[config.mk]
export PLATFORM = sky130hd
export DESIGN_NAME = keypad_entry_ctrl
export DESIGN_NICKNAME = d
export VERILOG_FILES = /design/src/rtl/keypad_entry_ctrl.sv
export SDC_FILE = /design/constraint.sdc
export NUM_CORES = 1
export LEC_CHECK = 0
export ABC_AREA = 1
export CAP_MARGIN = 20
export CORE_ASPECT_RATIO = 2
export CORE_MARGIN = 2
export CORE_UTILIZATION = 50
export CTS_BUF_LIST = sky130_fd_sc_hd__clkbuf_16
export DETAILED_ROUTE_END_ITERATION = 10
export PLACE_DENSITY = 0.73
export SLEW_MARGIN = 20
export SYNTH_ARGS = -nofsm -noshare
export SYNTH_HDL_FRONTEND = slang
export SYNTH_SLANG_ARGS = --single-unit
[constraint.sdc]
create_clock -name clock -period 3.9 [get_ports clock]
set_input_delay 0.78 -clock clock [delete_from_list [all_inputs] [get_ports clock]]
set_output_delay 0.78 -clock clock [all_outputs]
set_load 0.005 [all_outputs]
[src/rtl/keypad_entry_ctrl.sv]
// Keypad entry controller: collects up to four BCD digits, edits them, and commits the number
// over a valid/ready handshake; auto-clears an abandoned entry after TIMEOUT idle cycles.
module keypad_entry_ctrl #(
  parameter logic [23:0] TIMEOUT = 24'd5_000_000
) (
  input  logic        clock,
  input  logic        reset,
  input  logic [3:0]  key_code,
  input  logic        key_valid,
  output logic [15:0] entry,
  output logic [2:0]  digit_count,
  output logic [15:0] value,
  output logic        value_valid,
  input  logic        value_ready,
  output logic        err,
  output logic        timeout
);

  typedef enum logic [1:0] {StIdle, StEntry, StHold} state_e;

  localparam logic [3:0] KeyBksp  = 4'd10;
  localparam logic [3:0] KeyClear = 4'd11;
  localparam logic [3:0] KeyEnter = 4'd12;

  state_e      state_q, state_d;
  logic [15:0] entry_q, entry_d;
  logic [2:0]  count_q, count_d;
  logic [15:0] value_q, value_d;
  logic        valid_q, valid_d;
  logic        err_q, err_d;
  logic        timeout_q, timeout_d;
  logic [23:0] idle_cnt_q, idle_cnt_d;
  logic        is_digit;

  assign is_digit = (key_code <= 4'd9);

  always_comb begin
    state_d    = state_q;
    entry_d    = entry_q;
    count_d    = count_q;
    value_d    = value_q;
    valid_d    = valid_q;
    err_d      = 1'b0;
    timeout_d  = 1'b0;
    // Counter defaults to zero so it clears on every key and whenever we are not in entry.
    idle_cnt_d = '0;

    unique case (state_q)
      StIdle: begin
        if (key_valid) begin
          if (is_digit) begin
            entry_d = {12'h000, key_code};
            count_d = 3'd1;
            state_d = StEntry;
          end else if (key_code == KeyBksp || key_code == KeyEnter) begin
            err_d = 1'b1;
          end
        end
      end
      StEntry: begin
        if (key_valid) begin
          if (is_digit) begin
            if (count_q < 3'd4) begin
              entry_d = {entry_q[11:0], key_code};
              count_d = count_q + 3'd1;
            end else begin
              err_d = 1'b1;
            end
          end else if (key_code == KeyBksp) begin
            entry_d = {4'h0, entry_q[15:4]};
            count_d = count_q - 3'd1;
            if (count_q == 3'd1) state_d = StIdle;
          end else if (key_code == KeyClear) begin
            entry_d = '0;
            count_d = '0;
            state_d = StIdle;
          end else if (key_code == KeyEnter) begin
            value_d = entry_q;
            valid_d = 1'b1;
            entry_d = '0;
            count_d = '0;
            state_d = StHold;
          end
        end else if (idle_cnt_q == TIMEOUT - 24'd1) begin
          entry_d   = '0;
          count_d   = '0;
          state_d   = StIdle;
          timeout_d = 1'b1;
        end else begin
          idle_cnt_d = idle_cnt_q + 24'd1;
        end
      end
      StHold: begin
        if (value_ready) begin
          valid_d = 1'b0;
          state_d = StIdle;
        end
        // Keys are dropped while a value is pending, including on the handshake cycle.
        if (key_valid && key_code <= KeyEnter) err_d = 1'b1;
      end
      default: state_d = StIdle;
    endcase
  end

  always_ff @(posedge clock or negedge reset) begin
    if (!reset) begin
      state_q    <= StIdle;
      entry_q    <= '0;
      count_q    <= '0;
      value_q    <= '0;
      valid_q    <= 1'b0;
      err_q      <= 1'b0;
      timeout_q  <= 1'b0;
      idle_cnt_q <= '0;
    end else begin
      state_q    <= state_d;
      entry_q    <= entry_d;
      count_q    <= count_d;
      value_q    <= value_d;
      valid_q    <= valid_d;
      err_q      <= err_d;
      timeout_q  <= timeout_d;
      idle_cnt_q <= idle_cnt_d;
    end
  end

  assign entry       = entry_q;
  assign digit_count = count_q;
  assign value       = value_q;
  assign value_valid = valid_q;
  assign err         = err_q;
  assign timeout     = timeout_q;

endmodule

Word-level counts from Yosys, hierarchy flattened
Index checks and enable logic that the tools add are counted.
- add/sub/neg operators: 3
- $lt $le $gt $ge: 3
- eq/ne operators: 21
- muxes and demuxes: 52
- bitwise operators: 3
- reduce and logical (&&, ||, !) cells: 9
- operators with widths (cell ; count):
    16-bit 2-to-1 mux ; 9
    24-bit 2-to-1 mux ; 3
    16-bit case mux with 2 select lines ; 1
    3-bit 2-to-1 mux ; 9
    24-bit by 1-bit adder with 24-bit output (second input constant) ; 1
    24-bit by 23-bit == test with 1-bit output (second input constant) ; 1
    2-bit 2-to-1 mux ; 10
    1-bit 2-to-1 mux ; 16
    2-bit != test (second input constant) ; 8
    7-bit AND reduction ; 2
    4-bit == test (second input constant) ; 3
    6-bit AND reduction ; 2
    4-bit less-or-equal comparator (second input constant) ; 2
    4-bit != test (second input constant) ; 2
    3-bit != test (second input constant) ; 2
    6-bit != test (second input constant) ; 1
    2-bit case mux with 3 select lines ; 1
    3-bit case mux with 2 select lines ; 1
    5-bit != test (second input constant) ; 1
    2-bit nonzero test ; 2
    3-bit by 1-bit adder with 3-bit output (second input constant) ; 1
    3-bit by 1-bit == test with 1-bit output (second input constant) ; 1
    3-bit < comparator (second input constant) ; 1
    1-bit NOT ; 3
    other kinds (8) ; 8
- register bits: 64
- output and inout bits: 38
- word-level logic and storage cells: 99

Longest topological paths before layout
- depth in word-level cells: 7
- gate-level depth with buffers: 11
- mapped depth without buffers: 11

Worst setup path before layout
No wires, ideal clock.
- kind: input to register
- start: input port key_valid
- end: register entry_q[10] (netlist: entry[10])
- arrival time: 1.716 ns
- path slack: 2.067 ns
- cell stages on the path: 10
- buffers on the path: 3
- cells stage by stage: buf_6 > inv_1 > nor2_4 > nand2_4 > nor2_4 > nor2_4 > buf_6 > buf_8 > nand4_1 > nand2_1
- cells in the longest elaborated chain, start to end: 2
- elaborated cells on any way between the ends: 7
- those cells by class: eq/ne: 4; mux: 2; reduce/logical: 1
- ends and longest elaborated chain (what ; line ; RTL):
    start: declaration ; 9 ; input logic key_valid,
    6-bit != test (no line) (tied with other cells) ; -- ;
    6-bit AND reduction (no line) / 16-bit case mux with 2 select lines (equally long branches) ; -- ;
    end signal: assignment ; 117 ; entry_q <= entry_d;
    end: declaration ; 26 ; logic [15:0] entry_q, entry_d;
Parallel ways exist; a longest one is shown, timed or not.
A chain may end at the register's enable or synchronous reset.

Worst setup path in the final report
- start: input port key_valid
- end: register value_q[13] (netlist: value[13])
- cells in the longest elaborated chain, start to end: 1
- ends and longest elaborated chain (what ; line ; RTL):
    6-bit AND reduction (no line) ; -- ;
    end signal: assignment ; 119 ; value_q <= value_d;
    end: declaration ; 28 ; logic [15:0] value_q, value_d;
No other way between the ends.

==> flow_metrics.env <==
export IMPL_clkPwrFrac_pct=34.3
export IMPL_fin_util_pct=62.4
export IMPL_path_max_fanout=28
export IMPL_startpoint_type="input pin"
export IMPL_end_kind="flop"
export IMPL_numClockSinks=64
export IMPL_crit_path_cell_trace="clkdlybuf4s50_1 -> inv_1 -> nor2_4 -> nand3_2 -> mux2_2"
export IMPL_yosysUniqueCellTypes=34
export IMPL_reg2reg_from="idle_cnt_q[0]$_DFF_PN0_"
export IMPL_insertion_delay_ns=0.33
export IMPL_port_buffers=45
export IMPL_place_gp_congestion=0.895
export IMPL_critPathTopFamily="simple AND/OR/NAND/NOR gates"
export IMPL_vdd_ir_drop_worst_v=0.000347
export IMPL_grt_antenna_before_repair=0
export IMPL_initial_core_util_pct=51.6
export IMPL_hpwl_um=6480
export IMPL_antenna_cells=0
export IMPL_worst_path_largest_cell_delay_ns=0.64
export IMPL_cp_required_ns=4.12
export IMPL_maxSlewViolCount=0
export IMPL_grt_first_pass_wirelength_um=14600
export IMPL_synth_flop_cell="dfrtp_1"
export IMPL_nets=520
export IMPL_period_minus_slack_ns=2.69
export IMPL_power_frac_comb_pct=29.4
export IMPL_finalPower_uw=2260
export IMPL_synth_cells=466
export IMPL_clk_pin_slew_ns=0.05
export IMPL_ctsHoldBuffers=0
export IMPL_first_pass_iters=4
export IMPL_routed_via_density=5.36
export IMPL_syn_area_um2=3580
export IMPL_leakage_uw=0.00203
export IMPL_clock_fmax_mhz=371
export IMPL_skew_ns=0.00751
export IMPL_tightest_slew_ns=0.635
export IMPL_crit_slowest_cell="clkdlybuf4s50_1"
export IMPL_core_area_um2=6940
export IMPL_post_cts_resize_count=0
export IMPL_setup_violations_final=0
export IMPL_r2r_slack_ns=1.86
export IMPL_grt_use_total_pct=24.5
export IMPL_power_density_nw_per_um2=521
export IMPL_arrival_ns=2.91
export IMPL_worstSetupPathType="input pin to flop"
export IMPL_synth_edff_count=0
export IMPL_power_internal_uw=1490
export IMPL_p_switching_uw=767
export IMPL_r2r_end="entry[10]$_DFFE_PN0P_"
export IMPL_cts_buffer_depth=2
export IMPL_yosys_warnings=0
export IMPL_cts_tree="yes"
export IMPL_cts_max_level=3
export IMPL_totalNegativeSetupSlack_ns=0
export IMPL_route_detailed_drc=0
export IMPL_cts_root_buffer="clkbuf_16"
export IMPL_pin_count=46
export IMPL_hold_class="input pin to async pin"
export IMPL_overflow=0
export IMPL_place_inst=587
export IMPL_drtIter0Drc=178
export IMPL_dieArea_um2=7900
export IMPL_p_sw_share_pct=34.0
export IMPL_ys_seq_area_share_pct=44.7
export IMPL_slew_headroom_pct=57.4
export IMPL_antenna_left=0
export IMPL_post_layout_nonfiller_instances=603
export IMPL_grt_max_degree=40
export IMPL_die_w_um=63.9
export IMPL_syn_nets=478
export IMPL_rsz0062_at_grt="no"
export IMPL_cts_buffers=9
export IMPL_period_share_pct=69.0
export IMPL_seqPwrFrac_pct=36.3
export IMPL_detail_route_wl_per_cell_um=14.7
export IMPL_rows=43
export IMPL_syn_avg_cell_area_um2=7.69
export IMPL_drive_above_1_share_pct=9.75
export IMPL_drv_cap=0
export IMPL_status="complete, no violations"
export IMPL_post_cts_setup_buffers=0
export IMPL_reg2reg_depth=10
export IMPL_wl_um=8850
export IMPL_dr_total_vias=3232
export IMPL_finalHoldViolCount=0
export IMPL_area_growth_pct=20.7
export IMPL_die_h_um=124
export IMPL_grt_pass1_vias=3213
export IMPL_async_flop_share_pct=100
export IMPL_critPathBufInv=2
export IMPL_ys_ff_latch=64
[layout make-up]
type | count | area, um^2
tap | 90 | 113
sequential | 64 | 1600
timing repair buffer | 47 | 460
multi-input combinational | 333 | 1670
inverter | 53 | 199
clock inverter | 7 | 63.8
clock buffer | 9 | 225
fill | 637 | 2610
[stage by stage]
step	area, um^2	worst slack [ns]	hold slack, ns
floorplan	3580	2.07	0.431
global placement	4040	0.989	0.445
detailed placement	4040	0.903	0.453
CTS	4330	1.24	0.464
global route	4330	1.13	0.494
finish	4330	1.21	0.457
[worst reg2reg max path, delay by kind of cell (launching register included)]
kind          cells  cell delay, ns
fa+ha+maj         1            0.19
flops             1            0.37
simple gates      9            1.38
[power by group through the flow]
| stage | Combinational [uW] | Clock [uW] | Sequential, uW |
|---|---|---|---|
| finish | 665 | 773 | 819 |
| floorplan | 445 | 0 | 819 |
| global placement | 652 | 0 | 826 |
| CTS | 669 | 790 | 817 |
| global route | 739 | 819 | 827 |
| detailed placement | 663 | 0 | 827 |
[registers in the layout, summed over array words and instances, names as in the netlist]
register / count
value_valid: 1
digit_count: 3
entry: 16
timeout: 1
value: 16
state_q: 2
err: 1
idle_cnt_q: 24
[synthesized netlist by cell type (5+ instances only)]
master	n	share of area, %
inv_2	7	0.73
nor2_1	62	6.5
nor3_1	7	0.98
buf_2	5	0.70
nand2_1	132	14
buf_4	5	1.0
nand3_1	27	3.8
nor2_4	5	1.6
o21ai_0	26	3.6
nand2_4	6	1.9
nand4_1	25	4.4
dfrtp_1	64	45
a21oi_1	7	0.98
inv_1	46	4.8
[worst max-delay path by stage]
stage	cells past startpoint	slack, ns	start	endpoint
2_1_floorplan	10	2.07	key_valid	entry[10]$_DFFE_PN0P_
3_3_place_gp	5	0.99	key_valid	value[13]$_DFFE_PN0P_
3_5_place_dp	5	0.90	key_valid	value[13]$_DFFE_PN0P_
4_1_cts	5	1.24	key_valid	value[13]$_DFFE_PN0P_
5_1_grt	5	1.13	key_valid	value[14]$_DFFE_PN0P_
6_report	5	1.21	key_valid	value[13]$_DFFE_PN0P_
[cell usage in the layout, fill, tap and decap left out, types with 2 or more instances in the layout]
master           netlist  final
buf_4                  5      2
ha_1                   4      4
nand2_2                2      2
o21bai_1               2      2
nand3_2                3      3
o21ai_0               26     26
clkinv_2               0      2
nor2_4                 5      5
nor3b_1                3      3
xnor2_1                4      4
clkdlybuf4s50_1        0     44
nand2_1              132    132
nand3_1               27     27
dfrtp_1               64     64
inv_1                 46     47
clkbuf_16              0      9
xor2_1                 3      3
inv_2                  7      7
nand2_4                6      6
nor2_1                62     62
a21oi_1                7      7
nor2_2                 3      3
nand4_1               25     25
nor3_1                 7      7
mux2_2                 4      4
[kinds of logic (layout without fill, tap and decap cells)]
| kind of cell | after synthesis | after routing | share of synthesized area, % |
|---|---|---|---|
| buf+inv | 69 | 116 | 8.87 |
| compound gates | 38 | 38 | 5.58 |
| xor+xnor | 7 | 7 | 1.71 |
| mux | 4 | 4 | 1.26 |
| simple gates | 280 | 280 | 36.5 |
| flops | 64 | 64 | 44.7 |
| fa+ha+maj | 4 | 4 | 1.40 |
[metal layers]
| layer | share of wire [%] | vias to the layer above | GRT usage, % | wire length [um] |
|---|---|---|---|---|
| met1 | 37 | 1526 | 24.8 | 3280 |
| met4 | 5.4 | 0 | 17.7 | 476 |
| met5 | 0 | - | 0 | 0 |
| met3 | 4.0 | 38 | 5.15 | 351 |
| met2 | 54 | 94 | 43.8 | 4750 |
| li1 | - | 1574 | - | - |
Note: power is estimated with default switching activity, not from simulation.
